$ cat config.mk
export PLATFORM = sky130hd
export DESIGN_NAME = decoder3e_scan
export DESIGN_NICKNAME = d
export VERILOG_FILES = /design/src/rtl/decoder3e_scan.sv
export SDC_FILE = /design/constraint.sdc
export NUM_CORES = 1
export LEC_CHECK = 0
export ABC_AREA = 0
export CAP_MARGIN = 10
export CORE_ASPECT_RATIO = 1.4
export CORE_MARGIN = 4
export CORE_UTILIZATION = 45
export DETAILED_ROUTE_END_ITERATION = 16
export PLACE_DENSITY_LB_ADDON = 0.25
export SLEW_MARGIN = 20
export SYNTH_ARGS = -nofsm -noshare
export SYNTH_HDL_FRONTEND = slang
export SYNTH_SLANG_ARGS = --single-unit
export TNS_END_PERCENT = 20
$ cat constraint.sdc
create_clock -name clk -period 1.3 [get_ports clk]
set_input_delay 0.26 -clock clk [delete_from_list [all_inputs] [get_ports clk]]
set_output_delay 0.26 -clock clk [all_outputs]
set_load 0.01 [all_outputs]
$ cat src/rtl/decoder3e_scan.sv
// decoder3e_scan: scan sequencer driving n/ena of a 3-to-8 enabled decoder.
// Steps n through lines 0..7, holding each for dwell+1 cycles. A scan runs
// once or repeats continuously. All outputs are registered.
// Optional macro DECODER3E_SCAN_BLANK_EN adds one ena=0 cycle between lines
// to prevent ghosting.
// Ports:
//   clk   - clock, rising edge
//   clrn  - synchronous active-low reset
//   start - begin a scan, honoured only in IDLE
//   stop  - abort a scan
//   cont  - 1 = continuous, 0 = one-shot, latched at start
//   dwell - cycles per line minus one, latched at start
//   n     - line index to the decoder
//   ena   - decoder enable
//   busy  - scan in progress
//   done  - one-cycle pulse at the end of a one-shot scan
//   wrap  - one-cycle pulse when a continuous scan wraps from line 7 to line 0
module decoder3e_scan #(
   parameter int DWELL_W = 8
) (
   input  logic               clk,
   input  logic               clrn,
   input  logic               start,
   input  logic               stop,
   input  logic               cont,
   input  logic [DWELL_W-1:0] dwell,
   output logic [2:0]         n,
   output logic               ena,
   output logic               busy,
   output logic               done,
   output logic               wrap
);
`ifdef DECODER3E_SCAN_BLANK_EN
   typedef enum logic [1:0] {IDLE, SCAN, BLANK} state_t;
`else
   typedef enum logic [1:0] {IDLE, SCAN} state_t;
`endif
   state_t             state, state_d;
   logic [DWELL_W-1:0] cnt, cnt_d, dwell_q, dwell_d;
   logic               cont_q, cont_d;
   logic [2:0]         n_d;
   logic               ena_d, done_d, wrap_d;
   assign busy = state != IDLE;
   always_ff @(posedge clk) begin
      if (!clrn) begin
         state   <= IDLE;
         cnt     <= '0;
         dwell_q <= '0;
         cont_q  <= 1'b0;
         n       <= 3'd0;
         ena     <= 1'b0;
         done    <= 1'b0;
         wrap    <= 1'b0;
      end else begin
         state   <= state_d;
         cnt     <= cnt_d;
         dwell_q <= dwell_d;
         cont_q  <= cont_d;
         n       <= n_d;
         ena     <= ena_d;
         done    <= done_d;
         wrap    <= wrap_d;
      end
   end
   always_comb begin
      state_d = state;
      cnt_d   = cnt;
      dwell_d = dwell_q;
      cont_d  = cont_q;
      n_d     = n;
      ena_d   = ena;
      done_d  = 1'b0;
      wrap_d  = 1'b0;
      case (state)
         IDLE: begin
            n_d   = 3'd0;
            ena_d = 1'b0;
            cnt_d = '0;
            if (start && !stop) begin
               dwell_d = dwell;
               cont_d  = cont;
               ena_d   = 1'b1;
               state_d = SCAN;
            end
         end
         SCAN: begin
            if (stop) begin
               state_d = IDLE;
               n_d     = 3'd0;
               ena_d   = 1'b0;
               cnt_d   = '0;
            end else if (cnt != dwell_q) begin
               cnt_d = cnt + DWELL_W'(1);
            end else begin
               cnt_d = '0;
               if (n == 3'd7 && !cont_q) begin
                  state_d = IDLE;
                  n_d     = 3'd0;
                  ena_d   = 1'b0;
                  done_d  = 1'b1;
               end else begin
                  // n is 3 bits, so line 7 + 1 rolls over to line 0
                  wrap_d = n == 3'd7;
`ifdef DECODER3E_SCAN_BLANK_EN
                  state_d = BLANK;
                  ena_d   = 1'b0;
`else
                  n_d = n + 3'd1;
`endif
               end
            end
         end
`ifdef DECODER3E_SCAN_BLANK_EN
         BLANK: begin
            if (stop) begin
               state_d = IDLE;
               n_d     = 3'd0;
               ena_d   = 1'b0;
            end else begin
               state_d = SCAN;
               n_d     = n + 3'd1;
               ena_d   = 1'b1;
            end
         end
`endif
         default: begin
            state_d = IDLE;
            n_d     = 3'd0;
            ena_d   = 1'b0;
            cnt_d   = '0;
         end
      endcase
   end
endmodule

==> reports/qor.yml, run 1 <==
p_switching_uw: 325
synth_area_leaders: "dfxtp_1 44%, mux2i_1 10%, nor2b_1 5.2%"
drtIter0Drc: 11
h-tree-depth: 1
syn_area_sq_um: 1080
power_frac_clock_pct: 24.1
path_max_fanout: 3
antenna_found_initial: 0
synth-seq-cells: 24
power_frac_seq_pct: 57.9
area_growth_pct: 44.9
post-route-worst-setup-slack_ns: -0.0459
cts_tree: "done"
drive_gt1_share_pct: 40.7
multi_input_area_sq_um: 674
peakVddDrop_mv: 0.808
wl_met1_microns: 859
cts.clk_slew.worst_paths_ns: 0.13
seq_area_frac_synth_pct: 44.4
die_h_microns: 66.0
power_density_nw_per_um2: 854
maxSlewHeadroom_pct: 84.1
synth_warnings: 0
dr_wl_met3_microns: 58
place_worst_setup_slack_ns: -0.265
grt_usage_pct: 13.9
slowest_stage: "or4_4"
power.internal_uw: 1010
drtAntennaViolNets: 0
cp-start-kind: "flip-flop"
ff2ff_path_depth: 4
grt_max_degree: 14
post-route-util_pct: 70.4
arrival_ns: 1.59
drv_cap: 0
slew_viol_final: 0
start_util_pct: 48.6
end_kind: "flip-flop"
switching_share_pct: 24.2
synth_top_area_share_pct: 44.4
cp.buffers_inverters: 0
clkSinkCount: 24
synthArstFlopShare_pct: 0
tightestPinTransition_ns: 0.237
hold_path.class: "reg -> reg"
finClkSkew_ns: 0.0105
routed_wl_mm: 2.21
dieArea_sq_um: 3260
clk_latency_ns: 0.30
cts_root_buf: "clkbuf_4"
rsz0062_at_grt: "yes"
worstPathRequired_ns: 1.55
route.vias.total: 851
violations: "negative setup slack"
final_nets: 162
gp_congestion: 0.751
viasPerCell: 5.10
post-synth-top-area-cell: "dfxtp_1"
whs_endpoint: "done"
leakage_uw: 0.000613
synth.distinct_cells: 28
wl_per_cell_microns: 13.2
critical_path.cell_chain: "xnor2_1, nand4_1, or4_4, o21ai_2"
fin_area_sq_um: 1570
setup_viol: 6
hold_path_depth: 1
path_delay_family: "simple AND/OR/NAND/NOR gates"
io_pins: 20
drcViolationCount: 0
status: "finished, violations left"
total_power_uw: 1340
p_comb_share_pct: 18.0
seq_area_sq_um: 500
top_layer: "met4"
syn_avg_cell_area_sq_um: 10.5
fin_worst_hold_slack_ns: 0.494
period_needed_ns: 1.35
wl_met2_mm: 1.28
coreArea_sq_um: 2230
r2r_start: "dwell_q[5]"
antenna_cells: 0
ys.flop_type: "dfxtp_1"
min_period_over_period_pct: 104
cts_buffers: 3
r2r_slack_ns: -0.05
ctsHoldBuffers: 0
syn_inst: 103
final_hold_viol_count: 0
crit_type: "reg -> reg"
rows: 20
place_area_sq_um: 1470
timing.fmax_mhz: 743
cpPeakStageDelay_ns: 0.52
first_pass_iters: 4
port_buffers: 19
grt_pass1_wl_mm: 3.57
synthMostInstantiatedCell: "dfxtp_1"
hold_path.startpoint: "cont_q"
synthesis.nets: 119
grt_pass1_vias: 866
dpl.hpwl_mm: 1.69
cts_buffer_depth: 2
worstReg2RegEnd: "n[0]"
grt.overflow.total: 0
n_fill_cell: 168
synth-edff-count: 0
synth_common_cells: "24 x dfxtp_1, 11 x mux2i_1, 9 x nor2_1, 9 x nor2b_1"
die_w_microns: 49.4
## final cells by class
cell class / count / share of cell area (%)
clock buffer: 4 / 1.68
inverter: 2 / 0.479
tap: 22 / 1.76
timing repair buffer: 40 / 21.1
sequential: 24 / 31.9
multi-input combinational: 75 / 43.0
## sequential cells by signal, summed over array words and instances, names as in the netlist
register and flops:
cnt 8, state 1, n 3, ena 1, dwell_q 8, cont_q 1, wrap 1, done 1
## layout by cell type, fill, tap and decap left out, types with 2 or more instances in the layout
cell / netlist / final
xnor2_1: 5 / 2
clkbuf_2: 1 / 2
dlygate4sd2_1: 0 / 5
o21ai_4: 0 / 2
clkdlybuf4s50_1: 0 / 12
dfxtp_2: 0 / 13
nand2_1: 7 / 6
xor2_1: 5 / 5
xnor2_2: 3 / 6
ha_4: 0 / 2
dfxtp_1: 24 / 10
buf_4: 0 / 21
clkbuf_4: 0 / 3
nor2_1: 9 / 8
inv_1: 2 / 2
nor2b_1: 9 / 9
nand3_1: 7 / 7
mux2i_1: 11 / 11
## power groups by stage
stage               clock [uW]  sequential, uW  combinational (uW)
finish                     323             775                 241
global route               375             778                 258
CTS                        336             773                 202
detailed placement           0             790                 195
global placement             0             789                 191
floorplan                    0             789                 106
## routing by layer
metal,track usage (%),vias to the layer above
met5,0,-
met3,1.58,2
met4,4.15,0
li1,-,431
met1,14.9,406
met2,27.7,12
## how the worst max path moves through the flow
| stage | slack, ns | startpoint | cells past startpoint | end |
|---|---|---|---|---|
| after floorplan | -0.01 | n[0] | 6 | n[0] |
| after global placement | -0.24 | stop | 5 | n[0] |
| after detailed placement | -0.26 | stop | 5 | state[0] |
| after CTS | -0.05 | n[0] | 6 | n[0] |
| after global routing | -0.15 | cnt[4] | 5 | n[2] |
| final | -0.05 | dwell_q[5] | 4 | n[0] |
## what timing repair did
action	in CTS	in global routing
endpoints found under the setup margin	20	17
buffers inserted	0	3
pin swaps	2	9
gates resized for setup	13	13
gates cloned	0	1
## stage by stage
step,setup TNS (ns),cells
after CTS,-0.309,163
after global placement,-3.70,159
after global routing,-1.39,167
after detailed placement,-4.55,159
after floorplan,-0.0107,103
final,-0.131,167
## cell families after synthesis
logic type | count (synthesis) | synth area share [%]
and+or+nand+nor | 43 | 22.8
adders and majority gates | 3 | 3.47
muxes | 11 | 10.2
AOI/OAI and AO/OA | 3 | 2.08
xor gates and xnor gates | 14 | 15.1
buffers and inverters | 5 | 1.96
DFF | 24 | 44.4
Power figures use the tool's default switching activity.
==> run 2: changes to the inputs <==
- CORE_ASPECT_RATIO: 1.4 -> 1.75
- CTS_CLUSTER_DIAMETER: not set -> 80
==> reports/qor.yml, run 2 (same netlist as run 1, synthesis figures left out) <==
io_pins: 20
crit_cells: 4
slowest_stage: "or4_4"
hold_path.startpoint: "ena"
die_w_microns: 45.1
clk_latency_ns: 0.27
r2r_start: "dwell_q[7]"
power_density_nw_per_um2: 916
grt_pass1_wl_mm: 3.47
slew_viol_final: 0
cts_root_buf: "clkbuf_8"
seq_area_sq_um: 500
min_period_over_period_pct: 107
drv_cap: 0
cts.clk_slew.worst_paths_ns: 0.08
cts_tree: "done"
ctsHoldBuffers: 0
place_area_sq_um: 1480
post-route-worst-setup-slack_ns: -0.0854
peakVddDrop_mv: 0.687
place_worst_setup_slack_ns: -0.294
grt_max_degree: 14
fin_area_sq_um: 1590
path_max_fanout: 3
cts_buffer_depth: 2
antenna_found_initial: 0
setup_viol: 7
leakage_uw: 0.000622
port_buffers: 19
h-tree-depth: 1
fin_cells: 169
drtIter0Drc: 28
maxSlewHeadroom_pct: 78.9
end_kind: "flip-flop"
finClkSkew_ns: 0.00724
cpPeakStageDelay_ns: 0.53
grt.overflow.total: 0
hold_path_depth: 2
drcViolationCount: 0
clkSinkCount: 24
status: "finished, violations left"
totalNegativeSetupSlack_ns: -0.350
gp_congestion: 0.878
critical_path.cell_chain: "xnor2_1, nand4_1, or4_4, o21ai_2"
die_h_microns: 72.9
ff2ff_path_depth: 4
r2r_slack_ns: -0.09
grt_pass1_vias: 850
path_delay_family: "simple AND/OR/NAND/NOR gates"
routed_wl_mm: 2.33
dp_cells: 163
arrival_ns: 1.59
worstReg2RegEnd: "n[0]"
cp-start-kind: "flip-flop"
hold_path.class: "reg -> reg"
rsz0062_at_grt: "yes"
reg.largest.list: "cnt x8, dwell_q x8, n x3"
route.vias.total: 842
coreArea_sq_um: 2300
dpl.hpwl_mm: 1.74
final_common_cell: "buf_4"
area_growth_pct: 47.3
layout_common_cells: "19 x buf_4, 13 x dfxtp_2, 12 x clkdlybuf4s50_1"
timing.fmax_mhz: 722
antenna_cells: 0
cts_buffers: 3
multi_input_area_sq_um: 662
first_pass_iters: 4
start_util_pct: 47.0
period_needed_ns: 1.39
rows: 23
grt_usage_pct: 15.2
fin_worst_hold_slack_ns: 0.485
n_fill_cell: 174
violations: "negative setup slack"
tightestPinTransition_ns: 0.316
final_nets: 161
final_hold_viol_count: 0
dieArea_sq_um: 3280
drive_gt1_share_pct: 39.6
wl_per_cell_microns: 13.8
crit_type: "reg -> reg"
viasPerCell: 4.98
cp.buffers_inverters: 0
worstPathRequired_ns: 1.51
whs_endpoint: "ena"
drtAntennaViolNets: 0
==> run 2: routing by layer <==
layer	global-route usage (%)	vias up	share of wire, %	wire (microns)
li1	-	428	-	-
met4	11.1	0	2.8	65
met2	28.4	16	60	1390
met5	0	-	0	0
met3	3.46	5	2.6	60
met1	13.0	393	35	814
==> run 2: power by group <==
part           switching, uW  leakage (uW)  internal (uW)
clock                    235     0.0000228            219
combinational           95.6      0.000398            135
sequential              19.7      0.000202            755
==> run 2: area by class of cell <==
| type | count | share of cell area [%] |
|---|---|---|
| multi-input cells | 74 | 41.5 |
| well taps | 25 | 1.96 |
| clock buffers | 4 | 2.83 |
| repair buffers | 40 | 21.8 |
| flip-flops and latches | 24 | 31.4 |
| inverters | 2 | 0.471 |
==> run 2: how the worst max path moves through the flow <==
stage / start / endpoint / slack (ns)
2_1_floorplan: n[0] / n[0] / -0.01
3_3_place_gp: stop / n[0] / -0.26
3_5_place_dp: stop / state[0] / -0.29
4_1_cts: cnt[3] / n[0] / -0.10
5_1_grt: dwell_q[7] / n[0] / -0.15
6_report: dwell_q[7] / n[0] / -0.09
==> run 2: tightest hold or removal path: cells and delay by family (launching register included) <==
family	cells	cell delay (ns)
AOI/OAI and AO/OA	1	0.07
DFF	1	0.32
and+or+nand+nor	1	0.06
==> run 2: what timing repair did <==
item | CTS | global route
hold endpoints to repair | 0 | 0
buffers inserted | 0 | 2
endpoints found under the setup margin | 22 | 18
gates resized for setup | 13 | 13
pin swaps | 4 | 10
==> run 2: per-stage QoR <==
step                      utilization, %  power (uW)
final                               69.2        1460
after CTS                           66.6        1440
after global placement              64.4         983
after global routing                69.2        1510
after detailed placement            64.4         990
after floorplan                        -         895
